`src/rtl/mandel_pkg.sv`:
```
// Shared types and default sizing for the Mandelbrot work dispatcher.
//   fsm_state_t  : frame sequencing states
//   DEF_*        : default frame geometry, engine count and result width
//   addr_t       : framebuffer address at the default geometry
package mandel_pkg;

    typedef enum logic [1:0] {
        ST_IDLE     = 2'd0,
        ST_DISPATCH = 2'd1,
        ST_DRAIN    = 2'd2,
        ST_DONE     = 2'd3
    } fsm_state_t;

    localparam int DEF_NUM_ENGINES = 8;
    localparam int DEF_WIDTH       = 1280;
    localparam int DEF_HEIGHT      = 720;
    localparam int DEF_DATA_BITS   = 4;
    localparam int DEF_DIM_BITS    = $clog2(DEF_WIDTH - 1);
    localparam int DEF_ADDR_BITS   = 2 * DEF_DIM_BITS;

    typedef logic [DEF_ADDR_BITS-1:0] addr_t;

endpackage

```
`src/rtl/rr_arbiter.sv`:
```
// Round-robin arbiter with a registered priority pointer.
//   clk_calc    in   clock
//   reset_n     in   async active-low reset, pointer returns to 0
//   req         in   N request lines
//   grant       out  one-hot grant (combinational), zero when no request
//   grant_valid out  a grant is being issued this cycle
// The pointer names the highest-priority index; after a grant it moves to
// granted index + 1 so the winner drops to lowest priority.
module rr_arbiter #(
    parameter int N = 8
) (
    input  logic         clk_calc,
    input  logic         reset_n,
    input  logic [N-1:0] req,
    output logic [N-1:0] grant,
    output logic         grant_valid
);

    localparam int PTR_BITS = (N > 1) ? $clog2(N) : 1;

    logic [PTR_BITS-1:0] ptr;
    logic [PTR_BITS-1:0] ptr_nxt;

    // First pass looks at indices at or above the pointer, second pass
    // wraps around to the indices below it.
    always_comb begin
        grant       = '0;
        grant_valid = 1'b0;
        ptr_nxt     = ptr;
        for (int i = 0; i < N; i++) begin
            if (!grant_valid && req[i] && (i >= int'(ptr))) begin
                grant[i]    = 1'b1;
                grant_valid = 1'b1;
                ptr_nxt     = (i == N - 1) ? '0 : PTR_BITS'(i + 1);
            end
        end
        for (int i = 0; i < N; i++) begin
            if (!grant_valid && req[i]) begin
                grant[i]    = 1'b1;
                grant_valid = 1'b1;
                ptr_nxt     = (i == N - 1) ? '0 : PTR_BITS'(i + 1);
            end
        end
    end

    always_ff @(posedge clk_calc or negedge reset_n) begin
        if (!reset_n) begin
            ptr <= '0;
        end else begin
            ptr <= ptr_nxt;
        end
    end

endmodule

```
`src/rtl/mandel_dispatcher.sv`:
```
// Work scheduler between the Mandelbrot engine array and the framebuffer
// write port. Walks the frame in raster order, launches one pixel per cycle
// on the lowest free engine, remembers each engine's pixel address, and
// drains finished results round-robin onto the single write port.
//   clk_calc    in   sole clock
//   reset_n     in   async active-low reset (engines share it)
//   start       in   pulse: render a new frame (only honoured in IDLE)
//   busy        out  frame in progress (DISPATCH or DRAIN)
//   done        out  one-cycle pulse after the last pixel is written
//   eng_start   out  per-engine launch strobe, registered
//   eng_x/eng_y out  pixel coordinates, valid with eng_start
//   eng_valid   in   per-engine result ready, held until acked
//   eng_result  in   packed results, engine i at [i*DATA_BITS +: DATA_BITS]
//   eng_ack     out  per-engine accept strobe
//   wr_en/wr_addr/wr_data out  framebuffer write port
//
// state    | meaning
// ---------+-----------------------------------------------------------
// IDLE     | waiting for start; counters at pixel (0,0)
// DISPATCH | launching pixels on free engines, collecting results
// DRAIN    | all pixels launched, waiting for the last results
// DONE     | one cycle, last write committed, done asserted
module mandel_dispatcher
    import mandel_pkg::*;
#(
    parameter int NUM_ENGINES = DEF_NUM_ENGINES,
    parameter int WIDTH       = DEF_WIDTH,
    parameter int HEIGHT      = DEF_HEIGHT,
    parameter int DATA_BITS   = DEF_DATA_BITS,
    parameter int DIM_BITS    = $clog2(WIDTH - 1)
) (
    input  logic                           clk_calc,
    input  logic                           reset_n,
    input  logic                           start,
    output logic                           busy,
    output logic                           done,
    output logic [NUM_ENGINES-1:0]         eng_start,
    output logic [DIM_BITS-1:0]            eng_x,
    output logic [DIM_BITS-1:0]            eng_y,
    input  logic [NUM_ENGINES-1:0]         eng_valid,
    input  logic [NUM_ENGINES*DATA_BITS-1:0] eng_result,
    output logic [NUM_ENGINES-1:0]         eng_ack,
    output logic                           wr_en,
    output logic [2*DIM_BITS-1:0]          wr_addr,
    output logic [DATA_BITS-1:0]           wr_data
);

    localparam int ADDR_BITS = 2 * DIM_BITS;

    fsm_state_t state, state_nxt;

    logic [DIM_BITS-1:0]    x_cnt, y_cnt;
    logic [ADDR_BITS-1:0]   addr_cnt;
    logic [NUM_ENGINES-1:0] busy_mask;
    logic [NUM_ENGINES-1:0] free_vec;
    logic [NUM_ENGINES-1:0] issue_vec;
    logic [NUM_ENGINES-1:0] req;
    logic [NUM_ENGINES-1:0] grant;
    logic                   free_found;
    logic                   issue;
    logic                   last_pixel;
    logic                   grant_valid;
    logic [ADDR_BITS-1:0]   tag [NUM_ENGINES];
    logic [ADDR_BITS-1:0]   sel_tag;
    logic [DATA_BITS-1:0]   sel_data;

    // Lowest-index engine with its busy bit clear.
    always_comb begin
        free_found = 1'b0;
        free_vec   = '0;
        for (int i = 0; i < NUM_ENGINES; i++) begin
            if (!busy_mask[i] && !free_found) begin
                free_found  = 1'b1;
                free_vec[i] = 1'b1;
            end
        end
    end

    assign last_pixel = (x_cnt == DIM_BITS'(WIDTH - 1)) &&
                        (y_cnt == DIM_BITS'(HEIGHT - 1));

    // The first pixel is launched on the same edge that accepts start, so
    // its eng_start appears in the cycle right after start is sampled.
    always_comb begin
        state_nxt = state;
        issue     = 1'b0;
        case (state)
            ST_IDLE: begin
                if (start) begin
                    issue     = free_found;
                    state_nxt = (free_found && last_pixel) ? ST_DRAIN : ST_DISPATCH;
                end
            end
            ST_DISPATCH: begin
                issue = free_found;
                if (free_found && last_pixel) begin
                    state_nxt = ST_DRAIN;
                end
            end
            ST_DRAIN: begin
                if ((busy_mask == '0) && !grant_valid) begin
                    state_nxt = ST_DONE;
                end
            end
            ST_DONE: begin
                state_nxt = ST_IDLE;
            end
            default: begin
                state_nxt = ST_IDLE;
            end
        endcase
    end

    assign issue_vec = {NUM_ENGINES{issue}} & free_vec;
    assign busy      = (state == ST_DISPATCH) || (state == ST_DRAIN);
    assign done      = (state == ST_DONE);

    // Results from engines we never launched (busy bit clear) are ignored.
    assign req = eng_valid & busy_mask;

    rr_arbiter #(
        .N (NUM_ENGINES)
    ) u_arb (
        .clk_calc    (clk_calc),
        .reset_n     (reset_n),
        .req         (req),
        .grant       (grant),
        .grant_valid (grant_valid)
    );

    always_comb begin
        sel_tag  = '0;
        sel_data = '0;
        for (int i = 0; i < NUM_ENGINES; i++) begin
            if (grant[i]) begin
                sel_tag  = sel_tag  | tag[i];
                sel_data = sel_data | eng_result[i*DATA_BITS +: DATA_BITS];
            end
        end
    end

    always_ff @(posedge clk_calc or negedge reset_n) begin
        if (!reset_n) begin
            state <= ST_IDLE;
        end else begin
            state <= state_nxt;
        end
    end

    // Running address replaces y*WIDTH + x; everything rewinds after the
    // last pixel so IDLE always holds (0,0).
    always_ff @(posedge clk_calc or negedge reset_n) begin
        if (!reset_n) begin
            x_cnt    <= '0;
            y_cnt    <= '0;
            addr_cnt <= '0;
        end else if (issue) begin
            if (last_pixel) begin
                x_cnt    <= '0;
                y_cnt    <= '0;
                addr_cnt <= '0;
            end else begin
                addr_cnt <= addr_cnt + ADDR_BITS'(1);
                if (x_cnt == DIM_BITS'(WIDTH - 1)) begin
                    x_cnt <= '0;
                    y_cnt <= y_cnt + DIM_BITS'(1);
                end else begin
                    x_cnt <= x_cnt + DIM_BITS'(1);
                end
            end
        end
    end

    // Busy bit drops on the grant edge, i.e. while eng_ack is high, so the
    // earliest relaunch strobe lands in the cycle after the ack.
    always_ff @(posedge clk_calc or negedge reset_n) begin
        if (!reset_n) begin
            busy_mask <= '0;
            eng_start <= '0;
            eng_x     <= '0;
            eng_y     <= '0;
            eng_ack   <= '0;
            wr_en     <= 1'b0;
            wr_addr   <= '0;
            wr_data   <= '0;
            for (int i = 0; i < NUM_ENGINES; i++) begin
                tag[i] <= '0;
            end
        end else begin
            busy_mask <= (busy_mask | issue_vec) & ~grant;
            eng_start <= issue_vec;
            if (issue) begin
                eng_x <= x_cnt;
                eng_y <= y_cnt;
            end
            for (int i = 0; i < NUM_ENGINES; i++) begin
                if (issue_vec[i]) begin
                    tag[i] <= addr_cnt;
                end
            end
            eng_ack <= grant;
            wr_en   <= grant_valid;
            wr_addr <= sel_tag;
            wr_data <= sel_data;
        end
    end

endmodule
```
`config.mk`:
```
export PLATFORM = sky130hd
export DESIGN_NAME = mandel_dispatcher
export DESIGN_NICKNAME = d
export VERILOG_FILES = /design/src/rtl/mandel_pkg.sv /design/src/rtl/rr_arbiter.sv /design/src/rtl/mandel_dispatcher.sv
export SDC_FILE = /design/constraint.sdc
export NUM_CORES = 1
export LEC_CHECK = 0
export CAP_MARGIN = 20
export CORE_AREA = 5 5 153 155
export CTS_BUF_LIST = sky130_fd_sc_hd__clkbuf_8
export DETAILED_ROUTE_END_ITERATION = 12
export DIE_AREA = 0 0 158 160
export GPL_TIMING_DRIVEN = 1
export PLACE_DENSITY = 0.83
export SLEW_MARGIN = 5
export SYNTH_ARGS = -nofsm -noshare
export SYNTH_HDL_FRONTEND = slang
export SYNTH_HIERARCHICAL = 1
export SYNTH_SLANG_ARGS = --single-unit
```
`constraint.sdc`:
```
create_clock -name clk_calc -period 3.12 [get_ports clk_calc]
set_input_delay 0.624 -clock clk_calc [delete_from_list [all_inputs] [get_ports clk_calc]]
set_output_delay 0.624 -clock clk_calc [all_outputs]
set_load 0.005 [all_outputs]
```
==> results.json, run 1 <==
{
  "outcome": "complete, no violations",
  "crit_path_max_incr_delay_ns": 0.53,
  "cts_h_tree_depth": 2,
  "remaining_drc_errors": 0,
  "pwr_density_cell_nw_per_um2": 745.1,
  "clockBufferDepth": 3,
  "first_pass_grt_wire_length_um": 52350,
  "gr-usage-met1_pct": 34.47,
  "timing.final.max_slew_violations": 0,
  "critical_path_peak_fanout": 28,
  "drive_above_1_share_pct": 21.93,
  "synth.ff_latch_count": 298,
  "post-route-worst-setup-slack_ns": 0.4179,
  "finalCoreUtilization_pct": 71.20,
  "chipWidth_um": 158,
  "slew_headroom_pct": 49.71,
  "diodes": 0,
  "via_per_instance_ratio": 6.132,
  "reg2reg_slack_ns": 0.42,
  "drt_initial_violations": 746,
  "cts_made_buffers": 47,
  "tightest_slew_ns": 0.7544,
  "die_area_um2": 25280,
  "num_vias": 9406,
  "floorplan.core_area_um2": 21690,
  "critPathKind": "reg2reg",
  "seq_area_frac_synth_pct": 57.81,
  "clkSinkCount": 298,
  "post_synth_num_cell_types": 63,
  "setup_violations": 0,
  "routed_wl_um": 32010,
  "synthesis.area_per_instance_um2": 11.66,
  "setup_repair_after_global_routing_missed_its_margin": "no",
  "hold_ws_ns": 0.1111,
  "vdd.ir_drop.worst_v": 0.0004776,
  "worst-endpoint-required_ns": 3.59,
  "cts.reportedPaths.clkPinSlew_ns": 0.06,
  "grt-busiest-layer": "met2",
  "synth-warning-count": 6,
  "synth_top_flop_cell": "dfrtp_1",
  "grt_util_met3_pct": 5.467,
  "max_freq_ghz": 0.3701,
  "largest_net_degree_at_the_start_of_global_routing": 98,
  "crit_slowest_cell": "dfrtp_1",
  "place_congestion": 0.8950,
  "vias_in_the_first_global_route": 9750,
  "place_hpwl_um": 19310,
  "hold_viol": 0,
  "max_cap_violations": 0,
  "post_synth_instance_area_um2": 12900,
  "worstPathCellList": "and2_1, or3_1, or4_4, o21ai_1, nand2_1, nor2_2, buf_12, a22oi_1, nand4_1",
  "pre_cts_slack_ns": 0.04431,
  "total_iterations_of_the_first_detailed_routing_run": 5,
  "leakage_nw": 7.369,
  "start_util_pct": 59.48,
  "hold_path.class": "in2async",
  "io_buffers": 109,
  "final.setup_skew_ns": 0.02218,
  "worst_r2r_endpoint": "wr_addr[11]$_DFF_PN0_",
  "grt.total_usage_pct": 25.86,
  "syn_to_final_growth_pct": 19.71,
  "reg2regPathDepth": 9,
  "cts.root.buffer_cell": "clkbuf_8",
  "postSynthCellCount": 1106,
  "crit_path_end_kind": "flop",
  "number_of_antenna_violations_at_the_first_check_in_global_routing": 0,
  "critical_path.reg2reg.startpoint": "busy_mask[0]$_DFF_PN0_",
  "cts-hold-fix-buffers": 0,
  "postSynth.asyncResetShare_pct": 100.0,
  "crit_share_post_route_pct": 86.60,
  "cts_tree": "built",
  "grt.overflow.total": 0,
  "placement_rows": 54,
  "worstSetupStartpointType": "flop",
  "final_net_count": 1269,
  "worstSkewPairLatency_ns": 0.56,
  "postCtsResizedCells": 0,
  "routed_wire_length_per_instance_um": 20.87,
  "synth_enable_flop_cells": 0,
  "worst-endpoint-arrival_ns": 3.17,
  "top_level_ports": 110,
  "postRouteAntennaNets": 0,
  "timing.final.crit_period_ns": 2.702,
  "die-height_um": 160,
  "syn-num-nets": 1156,
  "num-fill-cells": 1434,
  "totalNegativeSetupSlack_ns": 0,
  "post-cts-setup-buffer-count": 0,
  "grt_use_met2_pct": 42.12
}
-- cell usage after synthesis, types with 2 or more instances --
library cell	number	area share (%)
a22oi_1	105	6.1
nor2_1	49	1.4
nand3b_1	2	0.12
nand4b_1	2	0.14
nand2_1	165	4.8
clkbuf_1	45	1.3
o21ai_1	2	0.078
mux2i_1	2	0.16
xnor2_1	17	1.2
nor3_1	12	0.47
mux2_1	18	1.6
o21ai_0	20	0.78
ha_1	7	0.68
mux2_2	137	12
nor3_4	2	0.25
buf_1	10	0.29
or2_2	2	0.097
a21o_1	4	0.23
or4_4	2	0.17
a21oi_1	11	0.43
o31ai_1	3	0.17
o41ai_1	4	0.27
and3_1	6	0.29
and2_1	12	0.58
nand3_1	17	0.66
inv_1	22	0.64
buf_4	5	0.29
nand4_1	47	2.3
dfrtp_1	298	58
a2111o_1	2	0.17
buf_2	23	0.89
nor4_4	2	0.33
nor2_2	2	0.097
o2bb2ai_1	2	0.14
o211ai_1	4	0.23
nor4_1	7	0.34
xor2_1	8	0.54
o2111ai_1	2	0.14
or4_1	2	0.12
-- cells by family after synthesis --
kind of cell | count (synthesis) | share of synthesized area (%)
compound gates | 172 | 9.670
xor+xnor | 25 | 1.697
fa+ha+maj | 7 | 0.6789
buf+inv | 106 | 3.453
flops | 298 | 57.81
mux | 157 | 13.69
simple gates | 341 | 13.01
-- metal layers --
layer	up-vias	part of all wire, %
li1	4165	-
met2	367	50
met3	92	6.2
met5	-	0
met4	0	3.0
met1	4782	41
-- how the worst max path moves through the flow --
stage | start | to | slack (ns) | depth (start not counted)
global route | busy_mask[0]$_DFF_PN0_ | state[0]$_DFFE_PN0P_ | 0.28 | 10
CTS | busy_mask[0]$_DFF_PN0_ | wr_addr[11]$_DFF_PN0_ | 0.47 | 9
detailed placement | eng_valid[0] | state[0]$_DFFE_PN0P_ | 0.04 | 11
finish | busy_mask[0]$_DFF_PN0_ | wr_addr[11]$_DFF_PN0_ | 0.42 | 9
floorplan | eng_valid[0] | wr_addr[14]$_DFF_PN0_ | 0.30 | 11
global placement | eng_valid[0] | state[0]$_DFFE_PN0P_ | 0.14 | 11
-- sequential cells by signal, indices dropped and copies added (netlist names), 4 cells and up --
| register | flops |
|---|---|
| wr_data | 4 |
| eng_ack | 8 |
| wr_addr | 22 |
| y_cnt | 11 |
| tag | 176 |
| addr_cnt | 22 |
| eng_x | 11 |
| eng_start | 8 |
| eng_y | 11 |
| x_cnt | 11 |
| busy_mask | 8 |
-- placed cells by master, fill, tap and decap left out, types with 4 or more instances in the layout --
cell / synthesis / layout
a22oi_1: 105 / 105
clkbuf_8: 0 / 58
mux2_2: 137 / 137
buf_12: 0 / 13
and2_1: 12 / 12
mux2_1: 18 / 18
o211ai_1: 4 / 4
a21o_1: 4 / 4
nand3_1: 17 / 17
nor3_1: 12 / 11
clkinv_2: 0 / 4
xor2_1: 8 / 8
nand2_1: 165 / 165
nor2_2: 2 / 8
buf_4: 5 / 25
inv_1: 22 / 41
and3_1: 6 / 6
nand4_1: 47 / 47
clkdlybuf4s50_1: 0 / 108
nor4_1: 7 / 7
ha_1: 7 / 7
o21ai_0: 20 / 18
nor2_1: 49 / 43
xnor2_1: 17 / 17
dfrtp_1: 298 / 298
a21oi_1: 11 / 11
-- through the flow --
step	power (W)	cells	cell area, µm²
floorplan	0.006714	1106	12900
global placement	0.008075	1450	14480
detailed placement	0.008187	1450	14480
CTS	0.01152	1534	15440
global route	0.01208	1534	15440
finish	0.01151	1534	15440
-- report_power, final --
part           internal, W  total (W)  leakage, nW  switching, W
combinational      0.00137    0.00326         2.74       0.00189
sequential         0.00439    0.00493         4.06      0.000542
clock              0.00184    0.00332        0.568       0.00148
-- critical path, delay by kind of cell, from the launching register on --
family          cells  cell delay (ns)
buf+inv             1             0.23
flops               1             0.53
simple gates        6             1.54
compound gates      2             0.30
-- layout make-up --
class / instances / area, µm² / area share [%]
Clock buffer: 58 / 798.3 / 5.169
Clock inverter: 26 / 162.7 / 1.053
Inverter: 23 / 86.33 / 0.5591
Multi-Input combinational cell: 702 / 5044 / 32.66
Sequential cell: 298 / 7457 / 48.29
Tap cell: 280 / 350.3 / 2.269
Timing Repair Buffer: 147 / 1544 / 9.998
No activity file was read; power rests on OpenSTA's default activity.
==> run 2: changes to the inputs <==
--- a/config.mk
+++ b/config.mk
@@ -6,10 +6,10 @@
 export NUM_CORES = 1
 export LEC_CHECK = 0
 export CAP_MARGIN = 20
-export CORE_AREA = 5 5 153 155
+export CORE_AREA = 2 2 150 152
 export CTS_BUF_LIST = sky130_fd_sc_hd__clkbuf_8
 export DETAILED_ROUTE_END_ITERATION = 12
-export DIE_AREA = 0 0 158 160
+export DIE_AREA = 0 0 152 154
 export GPL_TIMING_DRIVEN = 1
 export PLACE_DENSITY = 0.83
 export SLEW_MARGIN = 5
==> results.json, run 2 (synthesis results as in run 1) <==
{
  "setup_repair_after_global_routing_missed_its_margin": "no",
  "tightest_slew_ns": 0.6698,
  "cts_tree": "built",
  "start_util_pct": 59.48,
  "pwr_density_cell_nw_per_um2": 738.9,
  "largest-register": "tag",
  "number_of_antenna_violations_at_the_first_check_in_global_routing": 0,
  "timing.final.max_slew_violations": 0,
  "layout.cells.most_common_list": "dfrtp_1 (298), nand2_1 (165), mux2_2 (137)",
  "cts_h_tree_depth": 2,
  "largest_net_degree_at_the_start_of_global_routing": 76,
  "grt.overflow.total": 0,
  "crit_path_end_kind": "flop",
  "diodes": 0,
  "largest_registers": "tag x176, addr_cnt x22, wr_addr x22",
  "hold_viol": 0,
  "remaining_drc_errors": 0,
  "cts_made_buffers": 46,
  "place_congestion": 0.8807,
  "top_level_ports": 110,
  "critPathKind": "reg2reg",
  "clockBufferDepth": 3,
  "most_common_cell_after_layout_fill_and_taps_aside": "dfrtp_1",
  "totalNegativeSetupSlack_ns": 0,
  "drive_above_1_share_pct": 21.42,
  "p_clk_share_pct": 27.8,
  "total_iterations_of_the_first_detailed_routing_run": 5,
  "clkSinkCount": 298,
  "hold_path.class": "reg2reg",
  "post-cts-setup-buffer-count": 0,
  "comb_power_share_pct": 28.7,
  "total_switching_power_w": 0.003891,
  "placement_rows": 54,
  "intPower_w": 0.007459,
  "finalCoreUtilization_pct": 70.83,
  "cts.reportedPaths.clkPinSlew_ns": 0.06,
  "vdd.ir_drop.worst_v": 0.0003874,
  "first_pass_grt_wire_length_um": 51750,
  "worst-endpoint-required_ns": 3.54,
  "slew_headroom_pct": 55.15,
  "hold_ws_ns": 0.4721,
  "final.setup_skew_ns": 0.02530,
  "place_hpwl_um": 19300,
  "die_area_um2": 23410,
  "outcome": "complete, no violations",
  "routed_wire_length_per_instance_um": 21.12,
  "grt.total_usage_pct": 27.66,
  "worstSkewPairLatency_ns": 0.57,
  "vias_in_the_first_global_route": 9783,
  "worst-endpoint-arrival_ns": 3.04,
  "io_buffers": 109,
  "setup_violations": 0,
  "routed_wl_um": 32150,
  "die-height_um": 154,
  "max_cap_violations": 0,
  "via_per_instance_ratio": 6.225,
  "sw_frac_of_total_pct": 34.28,
  "largest_register_ffs": 176,
  "crit_share_post_route_pct": 83.95,
  "leakage_nw": 7.304,
  "final_net_count": 1266,
  "num_vias": 9475,
  "worstSetupStartpointType": "flop",
  "share_seq_of_total_power_pct": 43.5,
  "drt_initial_violations": 849,
  "syn_to_final_growth_pct": 19.08,
  "chipWidth_um": 152,
  "critical_path_peak_fanout": 10,
  "timing.final.crit_period_ns": 2.619,
  "floorplan.core_area_um2": 21690,
  "cts.root.buffer_cell": "clkbuf_8",
  "postRouteAntennaNets": 0,
  "max_freq_ghz": 0.3818
}
## run 2: worst paths after layout
kind	from	to	slack [ns]	depth (start not counted)
setup / recovery	busy_mask[0]$_DFF_PN0_	state[0]$_DFFE_PN0P_	0.50	10
hold reg to reg	eng_x[6]$_DFFE_PN0N_	eng_x[6]$_DFFE_PN0N_	0.47	2
hold / removal	eng_x[6]$_DFFE_PN0N_	eng_x[6]$_DFFE_PN0N_	0.47	2
max in group asynchronous	reset_n	tag[47]$_DFFE_PN0P_	1.69	3
min in group asynchronous	reset_n	eng_ack[0]$_DFF_PN0_	0.54	2
setup reg to reg	busy_mask[0]$_DFF_PN0_	state[0]$_DFFE_PN0P_	0.50	10
## run 2: critical path: stages (launching register included)
cell,delay (ns)
dfrtp_1,0.54
and2_1,0.26
or3_1,0.42
or4_4,0.46
nor3_4,0.16
inv_2,0.07
nor2_1,0.09
nand3_1,0.08
o2bb2ai_1,0.18
a21oi_1,0.18
a2bb2oi_2,0.07
## run 2: through the flow
| step | cells | area, µm² | total power, W | setup slack [ns] |
|---|---|---|---|---|
| after floorplan | 1106 | 12900 | 0.006714 | 0.3012 |
| after global placement | 1447 | 14470 | 0.008059 | 0.1580 |
| after detailed placement | 1447 | 14470 | 0.008200 | 0.08111 |
| after CTS | 1522 | 15360 | 0.01135 | 0.5119 |
| after global routing | 1522 | 15360 | 0.01185 | 0.4039 |
| final | 1522 | 15360 | 0.01135 | 0.5007 |
## run 2: power by group through the flow
| stage | Clock [W] | Combinational [W] | Sequential, W |
|---|---|---|---|
| after floorplan | 0 | 0.00199 | 0.00472 |
| after global placement | 0 | 0.00311 | 0.00495 |
| after detailed placement | 0 | 0.00322 | 0.00498 |
| after CTS | 0.00320 | 0.00323 | 0.00492 |
| after global routing | 0.00336 | 0.00349 | 0.00500 |
| final | 0.00316 | 0.00325 | 0.00493 |
## run 2: final cells by class
class	instances	area, µm²
Clock inverter	17	95.09
Tap cell	280	350.3
Clock buffer	57	784.5
Timing Repair Buffer	145	1544
Multi-Input combinational cell	702	5044
Sequential cell	298	7457
Inverter	23	86.33
Fill cell	1490	6327
## run 2: routing by layer
layer | up-vias | track usage (%) | part of all wire [%]
li1 | 4169 | - | -
met1 | 4848 | 36.13 | 41
met2 | 388 | 47.34 | 50
met3 | 70 | 4.369 | 5.8
met4 | 0 | 9.924 | 2.4
met5 | - | 0 | 0
## run 2: repair_timing
item,CTS,global route
hold endpoints to repair,34,0
hold buffers,1,0
gates resized for setup,0,0
==> run 3: changes to the inputs <==
--- a/config.mk
+++ b/config.mk
@@ -6,12 +6,12 @@
 export NUM_CORES = 1
 export LEC_CHECK = 0
 export CAP_MARGIN = 20
-export CORE_AREA = 2 2 150 152
+export CORE_AREA = 2 2 158 160
 export CTS_BUF_LIST = sky130_fd_sc_hd__clkbuf_8
 export DETAILED_ROUTE_END_ITERATION = 12
-export DIE_AREA = 0 0 152 154
+export DIE_AREA = 0 0 160 162
 export GPL_TIMING_DRIVEN = 1
-export PLACE_DENSITY = 0.83
+export PLACE_DENSITY = 0.79
 export SLEW_MARGIN = 5
 export SYNTH_ARGS = -nofsm -noshare
 export SYNTH_HDL_FRONTEND = slang
==> constraint.sdc (replaced) <==
create_clock -name clk_calc -period 2.2 [get_ports clk_calc]
set_input_delay 0.44 -clock clk_calc [delete_from_list [all_inputs] [get_ports clk_calc]]
set_output_delay 0.44 -clock clk_calc [all_outputs]
set_load 0.005 [all_outputs]
==> results.json, run 3 (synthesis results as in run 1) <==
{
  "crit_path_max_incr_delay_ns": 0.46,
  "vias_in_the_first_global_route": 10410,
  "layout.cells.most_common_list": "dfrtp_1 (296), nand2_1 (164), mux2_2 (137)",
  "total_iterations_of_the_first_detailed_routing_run": 5,
  "cts_tree": "built",
  "slew_headroom_pct": 66.99,
  "routed.top_layer": "met4",
  "cts_h_tree_depth": 2,
  "clockBufferDepth": 3,
  "setup_violations": 30,
  "cts_made_buffers": 48,
  "crit_slowest_cell": "or4_4",
  "place_inst": 1573,
  "postRouteAntennaNets": 0,
  "critical_path_peak_fanout": 3,
  "seqCellArea_um2": 7460,
  "pwr_density_cell_nw_per_um2": 1085,
  "grt.overflow.total": 0,
  "num_vias": 10030,
  "placement_rows": 57,
  "start_util_pct": 53.51,
  "cts.root.buffer_cell": "clkbuf_8",
  "timing.final.crit_period_ns": 2.354,
  "worst-endpoint-required_ns": 2.68,
  "via_per_instance_ratio": 5.965,
  "chipWidth_um": 160,
  "met2WireLength_um": 17830,
  "drive_above_1_share_pct": 31.47,
  "routed_wire_length_per_instance_um": 21.30,
  "critPathKind": "reg2reg",
  "routed_wl_um": 35810,
  "crit_end": "state[0]$_DFFE_PN0P_",
  "critical_path.top_delay_family": "simple AND/OR/NAND/NOR gates",
  "critical_path.n_buffers_inverters": 1,
  "reg2regPathDepth": 10,
  "die_area_um2": 25920,
  "hold_viol": 0,
  "final_net_count": 1372,
  "largest-register": "tag",
  "final.setup_skew_ns": 0.02173,
  "worst-endpoint-arrival_ns": 2.83,
  "io_buffers": 109,
  "final-instance-count-excl-fill": 1681,
  "vdd.ir_drop.worst_v": 0.0005269,
  "failing_checks": "setup timing",
  "max_cap_violations": 0,
  "largest_net_degree_at_the_start_of_global_routing": 66,
  "place_congestion": 0.8618,
  "largest_register_ffs": 176,
  "wirelength_met1_um": 14190,
  "most_common_cell_after_layout_fill_and_taps_aside": "dfrtp_1",
  "post-route-worst-setup-slack_ns": -0.1540,
  "number_of_antenna_violations_at_the_first_check_in_global_routing": 0,
  "timing.final.max_slew_violations": 0,
  "clkSinkCount": 298,
  "tightest_slew_ns": 0.4951,
  "crit_share_post_route_pct": 107.0,
  "cts.reportedPaths.clkPinSlew_ns": 0.06,
  "worstPathCellList": "and2_4, or3_4, or4_4, nor3_4, inv_2, nor2_2, nand3_1, o2bb2ai_2, a21oi_2, a2bb2oi_2",
  "num-fill-cells": 1621,
  "max_freq_ghz": 0.4248,
  "grt.total_usage_pct": 27.17,
  "setup_repair_after_global_routing_missed_its_margin": "yes",
  "worst_r2r_endpoint": "state[0]$_DFFE_PN0P_",
  "largest_registers": "tag x176, addr_cnt x22, wr_addr x22",
  "leakage_nw": 8.075,
  "met3_length_um": 2571,
  "critPathLaunch": "busy_mask[1]$_DFF_PN0_",
  "hold_path.class": "in2async",
  "worstSetupStartpointType": "flop",
  "worst-path-stages": 10,
  "remaining_drc_errors": 0,
  "floorplan.core_area_um2": 24110,
  "first_pass_grt_wire_length_um": 55840,
  "syn_to_final_growth_pct": 31.99,
  "outcome": "finished with violations",
  "top_level_ports": 110,
  "post-layout-total-power_w": 0.01848,
  "crit_path_end_kind": "flop",
  "worstSkewPairLatency_ns": 0.56,
  "diodes": 0,
  "reg2reg_slack_ns": -0.15,
  "die-height_um": 162,
  "critical_path.reg2reg.startpoint": "busy_mask[1]$_DFF_PN0_",
  "place_hpwl_um": 21540,
  "area_occupied_by_multi_input_gates_um2": 5318,
  "drt_initial_violations": 827
}
## run 3: changes by cell type in the layout (fill, tap and decap cells not counted), sizes merged
cell / change
buf: +102
clkbuf: +9
clkdlybuf4s50: -2
clkinv: +2
dlygate4sd2: +1
dlymetal6s2s: +1
inv: +2
## run 3: worst register-to-register path, delay by kind of cell (launching register included)
| family | cells | cell delay [ns] |
|---|---|---|
| simple gates | 6 | 1.34 |
| compound gates | 3 | 0.47 |
| flops | 1 | 0.41 |
| buf+inv | 1 | 0.06 |
## run 3: how the worst min path moves through the flow
stage / cells past startpoint / end / slack (ns) / startpoint
2_1_floorplan: 0 / addr_cnt[0]$_DFFE_PN0N_ / 0.14 / reset_n
3_3_place_gp: 1 / wr_en$_DFF_PN0_ / 0.41 / reset_n
3_5_place_dp: 1 / wr_en$_DFF_PN0_ / 0.41 / reset_n
4_1_cts: 2 / eng_x[0]$_DFFE_PN0N_ / 0.41 / reset_n
5_1_grt: 2 / tag[132]$_DFFE_PN0P_ / 0.45 / reset_n
6_report: 2 / y_cnt[3]$_DFFE_PN0P_ / 0.42 / reset_n
## run 3: final cells by class
type / count / area share [%]
clock buffers: 64 / 5.173
clock inverters: 21 / 0.6761
inverters: 23 / 0.5071
well taps: 324 / 2.381
multi-input cells: 702 / 31.23
flip-flops and latches: 298 / 43.81
repair buffers: 249 / 16.22
## run 3: per-stage QoR
step                util, %  area [µm²]  hold slack, ns  TNS (ns)  worst slack (ns)
global route          70.63       17030          0.4537    -4.728           -0.2413
finish                70.63       17030          0.4209    -2.870           -0.1540
CTS                   69.99       16870          0.4130    -1.834           -0.1352
detailed placement    64.26       15490          0.4125    -38.24           -0.6961
global placement      64.26       15490          0.4109    -33.53           -0.6314
floorplan                 -       13110          0.1444    -4.995           -0.2696
## run 3: per-layer routing
metal	vias up	GRT usage, %
li1	4372	-
met1	5118	35.23
met2	444	45.24
met3	93	4.928
met4	0	12.00
met5	-	0
## run 3: power breakdown
| part | internal [W] | total [W] | leakage [nW] | switching [W] |
|---|---|---|---|---|
| Clock | 0.00270 | 0.00490 | 0.579 | 0.00220 |
| Sequential | 0.00623 | 0.00676 | 4.06 | 0.000532 |
| Combinational | 0.00332 | 0.00682 | 3.44 | 0.00350 |
## run 3: what timing repair did
item,in CTS,in global routing
gates cloned,5,3
resized for setup,23,28
setup buffers,16,4
endpoints found under the hold margin,51,0
setup endpoints to repair,33,105
hold buffers,1,0
pin swaps,9,13
